===== src/rtl/core_pkg.sv =====
// LETC core shared package.
// Inter-stage bundles and reset constants.
package core_pkg;

  typedef logic [31:0] word_t;

  typedef struct packed {
    word_t instr;
    word_t pc;
    logic  fault;
  } fetch_to_decode_s;

  localparam word_t RESET_PC_DEFAULT = 32'h0000_0000;
  localparam word_t WORD_ALIGN_MASK  = 32'hFFFF_FFFC;

endpackage


===== src/rtl/core_fetch_buffer.sv =====
// Small synchronous FIFO with flush, used for the
// fetch instruction buffer and the PC tag queue.
module core_fetch_buffer #(
  parameter int DEPTH = 2,
  parameter int WIDTH = 32
) (
  input  logic                       clk,
  input  logic                       rst_n,
  input  logic                       flush,
  input  logic                       push,
  input  logic [WIDTH-1:0]           wdata,
  input  logic                       pop,
  output logic [WIDTH-1:0]           rdata,
  output logic [$clog2(DEPTH+1)-1:0] count,
  output logic                       full,
  output logic                       empty
);

  localparam int CW = $clog2(DEPTH + 1);
  localparam int PW = (DEPTH > 1) ? $clog2(DEPTH) : 1;

  logic [WIDTH-1:0] mem [DEPTH];
  logic [PW-1:0]    rd_ptr;
  logic [PW-1:0]    wr_ptr;
  logic             do_push;
  logic             do_pop;

  function automatic logic [PW-1:0] inc(input logic [PW-1:0] p);
    return (p == PW'(DEPTH - 1)) ? '0 : p + PW'(1);
  endfunction

  assign full    = (count == CW'(DEPTH));
  assign empty   = (count == '0);
  assign rdata   = mem[rd_ptr];
  assign do_pop  = pop && !empty;
  // a full buffer may still take a push when the head leaves
  assign do_push = push && (!full || do_pop);

  always_ff @(posedge clk or negedge rst_n) begin
    if (!rst_n) begin
      rd_ptr <= '0;
      wr_ptr <= '0;
      count  <= '0;
      for (int i = 0; i < DEPTH; i++) mem[i] <= '0;
    end else if (flush) begin
      rd_ptr <= '0;
      wr_ptr <= '0;
      count  <= '0;
    end else begin
      if (do_push) begin
        mem[wr_ptr] <= wdata;
        wr_ptr      <= inc(wr_ptr);
      end
      if (do_pop) rd_ptr <= inc(rd_ptr);
      count <= count + CW'(do_push) - CW'(do_pop);
    end
  end

  a_no_overflow: assert property (
    @(posedge clk) disable iff (!rst_n)
    !(push && full && !pop && !flush));

endmodule


===== src/rtl/core_fetch.sv =====
// LETC instruction fetch stage: PC, credit-limited
// memory requests, tagged buffer and redirect squash.
module core_fetch
  import core_pkg::*;
#(
  parameter word_t RESET_PC = RESET_PC_DEFAULT,
  parameter int    DEPTH    = 2
) (
  input  logic        clk,
  input  logic        rst_n,
  output logic        imem_req_valid,
  input  logic        imem_req_ready,
  output logic [31:0] imem_req_addr,
  input  logic        imem_rsp_valid,
  input  logic [31:0] imem_rsp_data,
  input  logic        imem_rsp_fault,
  input  logic        redirect_valid,
  input  logic [31:0] redirect_pc,
  output logic        f_to_d_valid,
  input  logic        f_to_d_ready,
  output logic [31:0] f_to_d_instr,
  output logic [31:0] f_to_d_pc,
  output logic        f_to_d_fault
);

  localparam int CW = $clog2(DEPTH + 1);

  word_t            pc_q;
  logic [CW-1:0]    inflight_q;
  logic [CW-1:0]    discard_q;
  logic [CW-1:0]    buf_count;
  logic [CW-1:0]    tag_count;
  logic             buf_full;
  logic             buf_empty;
  logic             tag_full;
  logic             tag_empty;
  logic             req_fire;
  logic             rsp_keep;
  logic             pop;
  word_t            tag_pc;
  fetch_to_decode_s buf_in;
  fetch_to_decode_s buf_out;

  // discarded responses still hold credit until they return
  assign imem_req_valid = rst_n && !redirect_valid &&
    (({1'b0, inflight_q} + {1'b0, buf_count}) < (CW + 1)'(DEPTH));
  assign imem_req_addr  = pc_q & WORD_ALIGN_MASK;
  assign req_fire       = imem_req_valid && imem_req_ready;
  assign rsp_keep       = imem_rsp_valid && (discard_q == '0) &&
                          !redirect_valid;
  assign pop            = f_to_d_valid && f_to_d_ready;

  assign buf_in = '{instr: imem_rsp_data,
                    pc:    tag_pc,
                    fault: imem_rsp_fault};

  assign f_to_d_valid = !buf_empty;
  assign f_to_d_instr = buf_out.instr;
  assign f_to_d_pc    = buf_out.pc;
  assign f_to_d_fault = buf_out.fault;

  core_fetch_buffer #(
    .DEPTH (DEPTH),
    .WIDTH (32)
  ) u_tag (
    .clk   (clk),
    .rst_n (rst_n),
    .flush (redirect_valid),
    .push  (req_fire),
    .wdata (imem_req_addr),
    .pop   (rsp_keep),
    .rdata (tag_pc),
    .count (tag_count),
    .full  (tag_full),
    .empty (tag_empty)
  );

  core_fetch_buffer #(
    .DEPTH (DEPTH),
    .WIDTH ($bits(fetch_to_decode_s))
  ) u_buf (
    .clk   (clk),
    .rst_n (rst_n),
    .flush (redirect_valid),
    .push  (rsp_keep),
    .wdata (buf_in),
    .pop   (pop),
    .rdata (buf_out),
    .count (buf_count),
    .full  (buf_full),
    .empty (buf_empty)
  );

  always_ff @(posedge clk or negedge rst_n) begin
    if (!rst_n) begin
      pc_q       <= RESET_PC & WORD_ALIGN_MASK;
      inflight_q <= '0;
      discard_q  <= '0;
    end else begin
      inflight_q <= inflight_q + CW'(req_fire) - CW'(imem_rsp_valid);
      if (redirect_valid) begin
        pc_q      <= redirect_pc & WORD_ALIGN_MASK;
        // everything still unanswered after this cycle is stale
        discard_q <= inflight_q - CW'(imem_rsp_valid);
      end else begin
        if (req_fire) pc_q <= pc_q + 32'd4;
        if (imem_rsp_valid && (discard_q != '0))
          discard_q <= discard_q - CW'(1);
      end
    end
  end

  a_rsp_underflow: assert property (
    @(posedge clk) disable iff (!rst_n)
    !(imem_rsp_valid && (inflight_q == '0)));

  a_tag_present: assert property (
    @(posedge clk) disable iff (!rst_n)
    !(rsp_keep && tag_empty));

  a_tag_room: assert property (
    @(posedge clk) disable iff (!rst_n)
    !(req_fire && tag_full));

  a_buf_room: assert property (
    @(posedge clk) disable iff (!rst_n)
    !(rsp_keep && buf_full && !pop));

  a_tag_le_inflight: assert property (
    @(posedge clk) disable iff (!rst_n)
    tag_count <= inflight_q);

endmodule


===== config.mk =====
export PLATFORM = sky130hd
export DESIGN_NAME = core_fetch
export DESIGN_NICKNAME = d
export VERILOG_FILES = /design/src/rtl/core_pkg.sv /design/src/rtl/core_fetch_buffer.sv /design/src/rtl/core_fetch.sv
export SDC_FILE = /design/constraint.sdc
export NUM_CORES = 1
export LEC_CHECK = 0
export BUFFER_PORTS_ARGS = -buffer_cell sky130_fd_sc_hd__buf_4
export CAP_MARGIN = 20
export CORE_MARGIN = 8
export CORE_UTILIZATION = 50
export DETAILED_ROUTE_END_ITERATION = 7
export PLACE_DENSITY = 0.74
export REMOVE_ABC_BUFFERS = 1
export SETUP_SLACK_MARGIN = 0.2
export SYNTH_ARGS = -nofsm -noshare
export SYNTH_HDL_FRONTEND = slang
export SYNTH_SLANG_ARGS = --single-unit

===== constraint.sdc =====
create_clock -name clk -period 2.8 [get_ports clk]
set_input_delay 0.28 -clock clk [delete_from_list [all_inputs] [get_ports clk]]
set_output_delay 0.28 -clock clk [all_outputs]
set_load 0.02 [all_outputs]

==> results of run 1 <==
-- cells in the final DEF (no fill, tap or decap), types with 4 or more instances in the layout --
cell type / count
sky130_fd_sc_hd__o21ai_0: 46
sky130_fd_sc_hd__clkbuf_1: 4
sky130_fd_sc_hd__mux2_2: 120
sky130_fd_sc_hd__conb_1: 4
sky130_fd_sc_hd__dfrtp_1: 226
sky130_fd_sc_hd__clkbuf_8: 6
sky130_fd_sc_hd__a21oi_1: 32
sky130_fd_sc_hd__clkbuf_16: 25
sky130_fd_sc_hd__o21ai_1: 13
sky130_fd_sc_hd__nand3_1: 13
sky130_fd_sc_hd__dlygate4sd3_1: 49
sky130_fd_sc_hd__ha_1: 9
sky130_fd_sc_hd__buf_12: 5
sky130_fd_sc_hd__mux2_1: 70
sky130_fd_sc_hd__inv_1: 10
sky130_fd_sc_hd__buf_4: 174
sky130_fd_sc_hd__nand2_1: 69
sky130_fd_sc_hd__nand4_1: 9
sky130_fd_sc_hd__and3_1: 4
sky130_fd_sc_hd__mux2i_1: 32
sky130_fd_sc_hd__xnor2_1: 13
sky130_fd_sc_hd__nor2_1: 43
sky130_fd_sc_hd__xor2_1: 22
sky130_fd_sc_hd__clkinv_2: 7
-- through the flow --
stage	area [sq um]	worst slack (ps)	power (uW)
6_report	13200	314.3	13760
5_1_grt	13200	176.3	14590
4_1_cts	13160	263.0	13910
3_5_place_dp	11850	178.5	10550
3_3_place_gp	11850	255.4	10370
2_1_floorplan	10070	-4059	8505
-- kinds of logic (layout without fill, tap and decap cells) --
logic type                 Yosys count  count (layout)  synth area share [%]
DFF                                228             228                 55.28
muxes                              222             222                 23.83
and+or+nand+nor                    178             178                 8.789
AOI/OAI and AO/OA                   96              96                 4.885
buffers and inverters               60             285                 2.922
xor gates and xnor gates            35              35                 2.970
adders and majority gates           10              10                 1.285
other                                1               4               0.03633
-- power by group --
part	switching (uW)	internal [uW]
clock network	1270	1970
registers	773	4560
logic	2550	2640
-- area by class of cell --
class	instances	area [sq um]
clock inverter	9	95.09
clock buffer	35	723.2
inverter	10	37.54
tap	270	337.8
multi-input combinational	545	4353
fill	1568	7039
timing repair buffer	231	1938
sequential	228	5710
-- repair_timing --
item                                    4_1_cts  5_1_grt
buffers inserted                              1        1
endpoints found under the setup margin       22       62
hold buffers                                 49        0
resized for setup                             0        7
endpoints found under the hold margin        82        0
-- state kept, by name, summed over array words and instances, names as in the netlist, 2 cells and up --
| register | count |
|---|---|
| u_buf.mem | 126 |
| u_tag.mem | 60 |
| pc_q | 30 |
| discard_q | 2 |
| inflight_q | 2 |
| u_buf.count | 2 |
| u_tag.count | 2 |
-- cell usage after synthesis (all sizes together) --
master   number  share of area [%]
dfrtp       228                 55
mux2        190                 21
nand2        70                2.5
o21ai        59                2.9
nor2         46                1.7
a21oi        32                1.6
mux2i        32                3.1
buf          28                1.8
clkbuf       22               0.80
xor2         22                1.9
nand3        17                1.1
xnor2        13                1.1
inv          10               0.36
ha            9                1.1
nand4         9               0.55
and2          4               0.27
and3          4               0.24
nor3          4               0.29
nor4          4               0.51
a31oi         3               0.33
nand2b        3               0.18
nor2b         3               0.18
and4          2               0.17
nor3b         2               0.15
or2           2               0.12
or3           2               0.12
a22oi         1              0.073
and2b         1              0.097
and4bb        1               0.12
conb          1              0.036
fa            1               0.19
nand3b        1               0.19
nand4bb       1               0.11
nor4b         1              0.085
o21bai        1              0.073
or4           1              0.073
-- per-layer routing --
| metal | track usage [%] | part of all wire [%] |
|---|---|---|
| met1 | 24.36 | 44 |
| met4 | 5.189 | 2.2 |
| met3 | 3.856 | 5.2 |
| met2 | 31.53 | 48 |
| met5 | 0 | 0.054 |
-- how the worst max path moves through the flow --
stage                           endpoint  depth (start not counted)
after floorplan           u_buf.mem[100]                          5
after global placement     u_tag.mem[37]                          9
after detailed placement   u_tag.mem[40]                          9
after CTS                       pc_q[12]                          8
after global routing       u_tag.mem[40]                          9
final                      u_tag.mem[60]                          9
==> results.rst, run 1 <==
.. list-table::
   :header-rows: 1

   * - Metric
     - Value
   * - Count of nets after finishing
     - about 1,100
   * - Final critical delay including setup and external delays
     - 2486 ps
   * - Setup violators final
     - 0
   * - Largest delay contributor family on the critical path
     - simple AND/OR/NAND/NOR gates
   * - Number of top-level design ports
     - 170
   * - Share of cells above drive strength 1
     - 34.40%
   * - Unrepaired setup endpoints after global routing
     - true
   * - Kind of launch point of the worst setup path
     - flip-flop
   * - Antenna diodes
     - 0
   * - Final count of pins violating max slew
     - 0
   * - Placed cell count
     - 1,233
   * - Total global routing overflow
     - 0
   * - Largest net degree at the start of global routing
     - 78
   * - Setup slack, reg-to-reg
     - 310 ps
   * - Distinct cell type count after synthesis
     - 50
   * - Kind of end point of the critical path
     - flip-flop
   * - Quantity of I/O buffers inserted on ports
     - 163
   * - Startpoint of the most critical hold path
     - imem_rsp_data[15]
   * - Endpoint with the worst hold slack
     - u_buf.mem[48]
   * - TritonCTS clock tree
     - done
   * - Worst-path clk slew
     - 60 ps
   * - Max Clk Rate
     - between 400 and 500 MHz
   * - Initial drt markers
     - 411
   * - Slowest Stage Delay on Critical Path
     - 450 ps
   * - Crit-path max FO
     - 23
   * - Cell area after technology mapping
     - 10,320 sq um
   * - Worst-margin pin slew
     - 951.4 ps
   * - Total number of H-tree levels
     - 1
   * - Leakage power figure
     - slightly above 0.006 uW
   * - Maxcap violations
     - 0
   * - Clock latency on the worst-skew pair
     - 520 ps
   * - WHS Path Cells
     - 2
   * - Chip Width
     - 159.7 um
   * - Status
     - complete, no violations
   * - Ratio of routed vias to standard cells
     - between 5 and 6
   * - Cells after Synth
     - 830
   * - Rows
     - 52
   * - Number of CTS-inserted buffers
     - 24
   * - Setup TNS after final layout
     - 0 ps
   * - Clk buf depth
     - 3
   * - Critical path, cell by cell
     - inv_1, nor2_1, fa_1, and4bb_1, nand2_1, a31oi_4, and2b_4, buf_12, mux2_1
   * - Depth of the worst register-to-register path
     - 9
   * - Crit Path Category
     - reg -> reg
   * - Arrival time reported for the critical path endpoint
     - 2870 ps
   * - Number of standard cells in the layout, taps in and fillers out
     - 1,328
   * - Worst-case clock skew
     - around 19 ps
   * - Share of the clock period used by the worst path after layout
     - 88.78%
   * - Origin of the worst setup path
     - u_buf.count[0]
   * - Register area share after synthesis
     - 55.28%
   * - End of the worst register-to-register path
     - u_tag.mem[60]
   * - Register bit count reported by yosys
     - around 230
   * - Area growth syn-to-layout
     - 27.85%
   * - Required time of the critical path
     - between 3000 and 4000 ps
   * - Number of hold-slack violations in the final timing report
     - 0
   * - Core area
     - 20,230 sq um
   * - Number of global-route vias before repair
     - 7,536
   * - CP max stage cell
     - sky130_fd_sc_hd__fa_1
   * - First-pass GRT wire length
     - 39,820 um
   * - Syn. warnings
     - 0
   * - Utilization of the core after routing
     - 65.21%
   * - CTS Sinks
     - 228
   * - Routed length per placed instance
     - 18.00 um
   * - Peak VDD IR
     - 0.0006207 V
   * - DRC violation count after routing
     - 0
   * - Final weighted congestion of routability-driven global placement
     - 0.7523
   * - Overall fraction of global-route tracks in use
     - 18.80%
   * - Die extent in y
     - 159.7 um
   * - Average cell area after synthesis
     - roughly 12 sq um
   * - First-pass detailed-route iteration total
     - 4
   * - Root buffer cell
     - sky130_fd_sc_hd__clkbuf_16
   * - WP buf/inv
     - 2
   * - Detail Placement HPWL
     - between 15,000 and 20,000 um
   * - Initial Util
     - 51.01%
   * - Drt total wl
     - 23,910 um
   * - Minimum hold slack
     - 14.90 ps
   * - Initial antenna violation count
     - 1
   * - Antenna viol nets, final
     - 0
   * - Overall via count from detail_route
     - around 7,000
   * - Startpoint of the worst-slack reg-to-reg timing path
     - u_buf.count[0]
   * - Area of the die
     - 25,500 sq um
   * - Pwr per Cell Area
     - 1043 nW/um^2
   * - Path type of the worst min-delay path
     - in -> reg
   * - Max-slew headroom
     - 36.58%
No activity file was read; power rests on OpenSTA's default activity.
==> run 2, diff against run 1 <==
--- a/config.mk
+++ b/config.mk
@@ -7,6 +7,7 @@
 export LEC_CHECK = 0
 export BUFFER_PORTS_ARGS = -buffer_cell sky130_fd_sc_hd__buf_4
 export CAP_MARGIN = 20
+export CORE_ASPECT_RATIO = 1.2
 export CORE_MARGIN = 8
 export CORE_UTILIZATION = 50
 export DETAILED_ROUTE_END_ITERATION = 7
==> results.rst, run 2 (synthesis results as in run 1) <==
.. list-table::
   :header-rows: 1

   * - Metric
     - Value
   * - Share of the clock period used by the worst path after layout
     - 94.34%
   * - Top flop regs
     - u_buf.mem: 126 flops, u_tag.mem: 60 flops, pc_q: 30 flops
   * - Initial Util
     - 50.96%
   * - First-pass detailed-route iteration total
     - 4
   * - Leakage power figure
     - 0.006036 uW
   * - Portion of total power attributed to the clock network
     - a little over a fifth
   * - Final count of pins violating max slew
     - 0
   * - Kind of end point of the critical path
     - flip-flop
   * - Unrepaired setup endpoints after global routing
     - true
   * - Antenna diodes
     - 0
   * - Number of hold-slack violations in the final timing report
     - 0
   * - Max Clk Rate
     - 378.6 MHz
   * - Switching power share of the total
     - 33.57%
   * - Final critical delay including setup and external delays
     - between 2000 and 3000 ps
   * - Number of top-level design ports
     - 170
   * - Routed length per placed instance
     - 18.14 um
   * - Overall via count from detail_route
     - slightly below 7,000
   * - Setup violators final
     - 0
   * - Initial drt markers
     - about 280
   * - Total number of H-tree levels
     - 1
   * - Commonest cells after routing, fill and taps aside
     - 226 x sky130_fd_sc_hd__dfrtp_1, 188 x sky130_fd_sc_hd__buf_4, 120 x sky130_fd_sc_hd__mux2_2
   * - Ratio of routed vias to standard cells
     - approximately 5.3
   * - Detail Placement HPWL
     - 15,640 um
   * - Worst-case clock skew
     - 13.86 ps
   * - Number of global-route vias before repair
     - 7,493
   * - Arrival time reported for the critical path endpoint
     - between 3000 and 4000 ps
   * - Flip-flop count of the largest register after layout
     - 126
   * - First-pass GRT wire length
     - 39,110 um
   * - Status
     - complete, no violations
   * - Number of CTS-inserted buffers
     - 23
   * - TritonCTS clock tree
     - done
   * - Peak VDD IR
     - between 0.0007 and 0.0008 V
   * - Register ranked first by flip-flop count
     - u_buf.mem
   * - Drt total wl
     - approximately 24,000 um
   * - Part of the total power dissipated in combinational logic
     - 39.5%
   * - Pwr per Cell Area
     - 1043 nW/um^2
   * - DRC violation count after routing
     - 0
   * - Cell-internal power
     - 9046 uW
   * - Clock latency on the worst-skew pair
     - approximately 500 ps
   * - Number of standard cells in the layout, taps in and fillers out
     - 1,315
   * - Crit Path Category
     - reg -> reg
   * - Largest net degree at the start of global routing
     - 205
   * - Worst-path clk slew
     - 60 ps
   * - Sw Pwr
     - 4572 uW
   * - Clk buf depth
     - 3
   * - Overall fraction of global-route tracks in use
     - between 10% and 20%
   * - Area growth syn-to-layout
     - 26.55%
   * - Root buffer cell
     - sky130_fd_sc_hd__clkbuf_16
   * - Required time of the critical path
     - 3170 ps
   * - Overall power of the completed layout
     - between 10,000 and 15,000 uW
   * - Final weighted congestion of routability-driven global placement
     - 0.7764
   * - Placed cell count
     - 1,229
   * - Path type of the worst min-delay path
     - in -> reg
   * - Max-slew headroom
     - 28.55%
   * - Quantity of I/O buffers inserted on ports
     - 163
   * - Kind of launch point of the worst setup path
     - flip-flop
   * - Count of nets after finishing
     - 1,117
   * - Area of the die
     - 25,510 sq um
   * - Chip Width
     - 147.2 um
   * - Register share of total power
     - 38.6%
   * - Maxcap violations
     - 0
   * - Antenna viol nets, final
     - 0
   * - Die extent in y
     - 173.4 um
   * - Initial antenna violation count
     - 0
   * - Total global routing overflow
     - 0
   * - Commonest non-fill, non-tap cell in the layout
     - sky130_fd_sc_hd__dfrtp_1
   * - Core area
     - 20,250 sq um
   * - Rows
     - 57
   * - Worst-margin pin slew
     - 1072 ps
   * - Crit-path max FO
     - 30
   * - Share of cells above drive strength 1
     - between 30% and 40%
   * - CTS Sinks
     - approximately 230
[run 2: cell count changes in the layout (fill, tap and decap cells not counted), moves of 2 or more]
cell,before,now
sky130_fd_sc_hd__inv_1,10,8
sky130_fd_sc_hd__clkbuf_8,6,3
sky130_fd_sc_hd__dlygate4sd3_1,49,31
sky130_fd_sc_hd__mux2_4,0,7
sky130_fd_sc_hd__mux2_1,70,63
sky130_fd_sc_hd__buf_4,174,188
sky130_fd_sc_hd__inv_2,0,2
[run 2: power groups by stage]
stage / registers, uW / logic [uW] / clock network (uW)
after CTS: 5240 / 5320 / 3070
after global routing: 5410 / 5830 / 3200
after floorplan: 5240 / 3260 / 0
after detailed placement: 5300 / 5250 / 0
after global placement: 5220 / 5140 / 0
final: 5250 / 5380 / 2990
[run 2: critical path, cell delays in order (launching register included)]
cell,delay (ps)
sky130_fd_sc_hd__dfrtp_1,370
sky130_fd_sc_hd__inv_2,50
sky130_fd_sc_hd__nor2_2,130
sky130_fd_sc_hd__fa_1,450
sky130_fd_sc_hd__and4bb_1,330
sky130_fd_sc_hd__nand2_2,90
sky130_fd_sc_hd__a31oi_4,200
sky130_fd_sc_hd__and2_4,480
sky130_fd_sc_hd__mux2_1,380
[run 2: final cells by class]
cell class                      count  area, sq um
Timing Repair Buffer              227         1877
Clock inverter                      9        98.84
Fill cell                        1581         7193
Multi-Input combinational cell    546         4377
Tap cell                          265        331.6
Sequential cell                   228         5708
Inverter                           10        37.54
Clock buffer                       30        631.9
[run 2: what timing repair did]
action                     4_1_cts  5_1_grt
pin swaps                        1        4
hold buffers                    31        0
resized for setup                0       11
gates cloned                     0        2
setup buffers                    0       13
hold endpoints to repair        54        0
setup endpoints to repair       32       53
[run 2: metrics by stage]
stage / hold WS [ps] / instance area, sq um / worst slack, ps / util (%) / setup TNS, ps
6_report: 13.88 / 13060 / 158.6 / 64.49 / 0
5_1_grt: 8.185 / 13060 / 65.03 / 64.49 / 0
4_1_cts: 1.197 / 12880 / 164.5 / 63.62 / 0
3_5_place_dp: 136.6 / 11840 / 168.1 / 58.48 / 0
3_3_place_gp: 137.1 / 11840 / 261.8 / 58.48 / 0
2_1_floorplan: -15.59 / 10070 / -4059 / - / -252020
[run 2: routing by layer]
metal	track usage [%]	share of wire [%]	vias to the layer above
li1	-	-	3294
met1	23.14	43	3447
met2	31.78	50	152
met3	3.526	4.7	36
met4	5.534	1.9	0
met5	0	0	-
[run 2: path summary, 6_finish.rpt]
| path | cells past startpoint | end | startpoint | slack, ps |
|---|---|---|---|---|
| worst min register to register | 2 | u_buf.mem[15] | u_buf.mem[15] | 470 |
| worst max register to register | 8 | u_tag.mem[7] | inflight_q[0] | 160 |
| worst max-delay path | 8 | u_tag.mem[7] | inflight_q[0] | 160 |
| max in group asynchronous | 3 | pc_q[16] | rst_n | 1910 |
| min in group asynchronous | 2 | u_buf.wr_ptr | rst_n | 20 |
| worst min-delay path | 3 | pc_q[23] | redirect_pc[23] | 10 |
==> run 3, diff against run 2 <==
--- a/config.mk
+++ b/config.mk
@@ -12,8 +12,8 @@
 export CORE_UTILIZATION = 50
 export DETAILED_ROUTE_END_ITERATION = 7
 export PLACE_DENSITY = 0.74
-export REMOVE_ABC_BUFFERS = 1
 export SETUP_SLACK_MARGIN = 0.2
+export SLEW_MARGIN = 20
 export SYNTH_ARGS = -nofsm -noshare
 export SYNTH_HDL_FRONTEND = slang
 export SYNTH_SLANG_ARGS = --single-unit
==> results.rst, run 3 (synthesis results as in run 1) <==
.. list-table::
   :header-rows: 1

   * - Metric
     - Value
   * - First-pass GRT wire length
     - 38,470 um
   * - DRC violation count after routing
     - 0
   * - Path type of the worst min-delay path
     - in -> reg
   * - Worst-margin pin slew
     - approximately 930 ps
   * - CTS Sinks
     - between 200 and 250
   * - Portion of total power attributed to the clock network
     - 23.4%
   * - Root buffer cell
     - sky130_fd_sc_hd__clkbuf_16
   * - Worst-path clk slew
     - 60 ps
   * - Unrepaired setup endpoints after global routing
     - true
   * - Chip Width
     - about 150 um
   * - Detail Placement HPWL
     - 15,510 um
   * - Initial drt markers
     - 266
   * - Register share of total power
     - 38.2%
   * - Max Clk Rate
     - between 300 and 400 MHz
   * - Total number of H-tree levels
     - 1
   * - Max-slew headroom
     - 37.96%
   * - Startpoint of the worst-slack reg-to-reg timing path
     - u_buf.count[0]
   * - Critical path, cell by cell
     - inv_1, nor2_2, fa_1, and4bb_1, nand2_2, a31oi_4, and2b_4, buf_12, mux2_1
   * - Drt total wl
     - 23,400 um
   * - Overall power of the completed layout
     - 13,670 uW
   * - Clk buf depth
     - 3
   * - Commonest cells after routing, fill and taps aside
     - 226 x sky130_fd_sc_hd__dfrtp_1, 177 x sky130_fd_sc_hd__buf_4, 120 x sky130_fd_sc_hd__mux2_2
   * - Startpoint of the most critical hold path
     - redirect_pc[9]
   * - Die extent in y
     - 173.4 um
   * - Slowest Stage Delay on Critical Path
     - 470 ps
   * - Initial Util
     - 50.96%
   * - Leakage power figure
     - about 0.006 uW
   * - Total global routing overflow
     - 0
   * - Crit-path max FO
     - 11
   * - Area of the die
     - ~26,000 sq um
   * - Routed length per placed instance
     - about 18 um
   * - Final count of pins violating max slew
     - 0
   * - TritonCTS clock tree
     - done
   * - Largest delay contributor family on the critical path
     - simple AND/OR/NAND/NOR gates
   * - First-pass detailed-route iteration total
     - 4
   * - Largest net degree at the start of global routing
     - 181
   * - WHS Path Cells
     - 3
   * - Number of global-route vias before repair
     - between 7,000 and 8,000
   * - Setup violators final
     - 0
   * - Share of the clock period used by the worst path after layout
     - 89.32%
   * - Commonest non-fill, non-tap cell in the layout
     - sky130_fd_sc_hd__dfrtp_1
   * - Area growth syn-to-layout
     - 26.83%
   * - Overall fraction of global-route tracks in use
     - 18.23%
   * - Maxcap violations
     - 0
   * - Ratio of routed vias to standard cells
     - 5.264
   * - Clock latency on the worst-skew pair
     - 520 ps
   * - Switching power share of the total
     - 33.23%
   * - Kind of launch point of the worst setup path
     - flip-flop
   * - Part of the total power dissipated in combinational logic
     - 38.4%
   * - Crit Path Category
     - reg -> reg
   * - Antenna viol nets, final
     - 0
   * - Depth of the worst register-to-register path
     - 9
   * - WP buf/inv
     - 2
   * - Arrival time reported for the critical path endpoint
     - between 2000 and 3000 ps
   * - Number of hold-slack violations in the final timing report
     - 0
   * - Count of nets after finishing
     - between 1,000 and 1,500
   * - Final critical delay including setup and external delays
     - about 2500 ps
   * - Initial antenna violation count
     - 1
   * - Endpoint with the worst hold slack
     - pc_q[9]
   * - Setup slack, reg-to-reg
     - ~300 ps
   * - Quantity of I/O buffers inserted on ports
     - 163
   * - Register ranked first by flip-flop count
     - u_buf.mem
   * - Setup TNS after final layout
     - 0 ps
   * - Worst-case clock skew
     - 20.00 ps
   * - Core area
     - about 20,000 sq um
   * - Pwr per Cell Area
     - 1044 nW/um^2
   * - End of the worst register-to-register path
     - u_tag.mem[59]
   * - Top flop regs
     - u_buf.mem: 126 flops, u_tag.mem: 60 flops, pc_q: 30 flops
   * - Peak VDD IR
     - about 0.00059 V
   * - Number of top-level design ports
     - 170
   * - Overall via count from detail_route
     - 6,890
   * - Number of CTS-inserted buffers
     - 23
   * - Sw Pwr
     - 4543 uW
   * - Cell-internal power
     - between 9000 and 10,000 uW
   * - Share of cells above drive strength 1
     - 35.00%
   * - CP max stage cell
     - sky130_fd_sc_hd__fa_1
   * - Kind of end point of the critical path
     - flip-flop
   * - Flip-flop count of the largest register after layout
     - approximately 130
   * - Layout fillers
     - 1,602
   * - Required time of the critical path
     - 3180 ps
   * - Status
     - complete, no violations
   * - Rows
     - 57
   * - Final weighted congestion of routability-driven global placement
     - 0.7759
==> run 3: what timing repair did <==
item,4_1_cts,5_1_grt
setup endpoints to repair,21,71
cloned,0,2
pin swaps,1,0
hold endpoints to repair,83,0
hold buffers,35,0
resized for setup,0,7
setup buffers,1,1
==> run 3: how the worst max path moves through the flow <==
stage                         from            end  slack (ps)  depth (start not counted)
finish              u_buf.count[0]  u_tag.mem[59]         300                          9
global route        u_buf.count[0]       pc_q[29]         170                          8
CTS                 u_buf.count[0]       pc_q[29]         190                          8
detailed placement  u_buf.count[0]  u_tag.mem[16]         190                          9
global placement    u_buf.count[0]  u_tag.mem[16]         240                          9
floorplan           u_buf.count[0]  u_tag.mem[37]         410                         10
==> run 3: worst register-to-register path: stages (launching register included) <==
cell	delay (ps)
sky130_fd_sc_hd__dfrtp_1	380
sky130_fd_sc_hd__inv_1	90
sky130_fd_sc_hd__nor2_2	50
sky130_fd_sc_hd__fa_1	470
sky130_fd_sc_hd__and4bb_1	320
sky130_fd_sc_hd__nand2_2	90
sky130_fd_sc_hd__a31oi_4	210
sky130_fd_sc_hd__and2b_4	260
sky130_fd_sc_hd__buf_12	170
sky130_fd_sc_hd__mux2_1	330
==> run 3: layout make-up <==
cell class / instances / area [sq um] / area share [%]
Tap cell: 265 / 331.6 / 2.533
Antenna cell: 1 / 2.502 / 0.01912
Multi-Input combinational cell: 545 / 4362 / 33.32
Clock inverter: 10 / 158.9 / 1.214
Clock buffer: 28 / 624.3 / 4.770
Sequential cell: 228 / 5708 / 43.61
Inverter: 10 / 37.54 / 0.2868
Timing Repair Buffer: 222 / 1866 / 14.25
==> run 3: per-stage QoR <==
step	instances	instance area, sq um	hold WS (ps)	utilization, %	worst slack, ps
final	1309	13090	12.20	64.63	299.0
after global placement	1231	11860	429.6	58.55	237.2
after global routing	1309	13090	3.512	64.63	173.4
after detailed placement	1231	11860	436.6	58.55	185.5
after floorplan	833	10330	-15.59	-	411.0
after CTS	1305	13010	0.3947	64.25	193.3
==> run 3: layer usage <==
| metal | vias to the layer above | GRT usage, % | wire length [um] |
|---|---|---|---|
| met4 | 0 | 5.832 | 486 |
| met2 | 156 | 31.26 | 11900 |
| met5 | - | 0 | 0 |
| met3 | 35 | 3.265 | 1071 |
| met1 | 3416 | 22.83 | 9941 |
| li1 | 3283 | - | - |
==> run 3: power groups by stage <==
stage          clock network (uW)  registers [uW]  logic (uW)
6_report                     3190            5230        5250
5_1_grt                      3390            5390        5720
4_1_cts                      3270            5230        5310
3_5_place_dp                    0            5280        5230
3_3_place_gp                    0            5220        5150
2_1_floorplan                   0            5130        3410
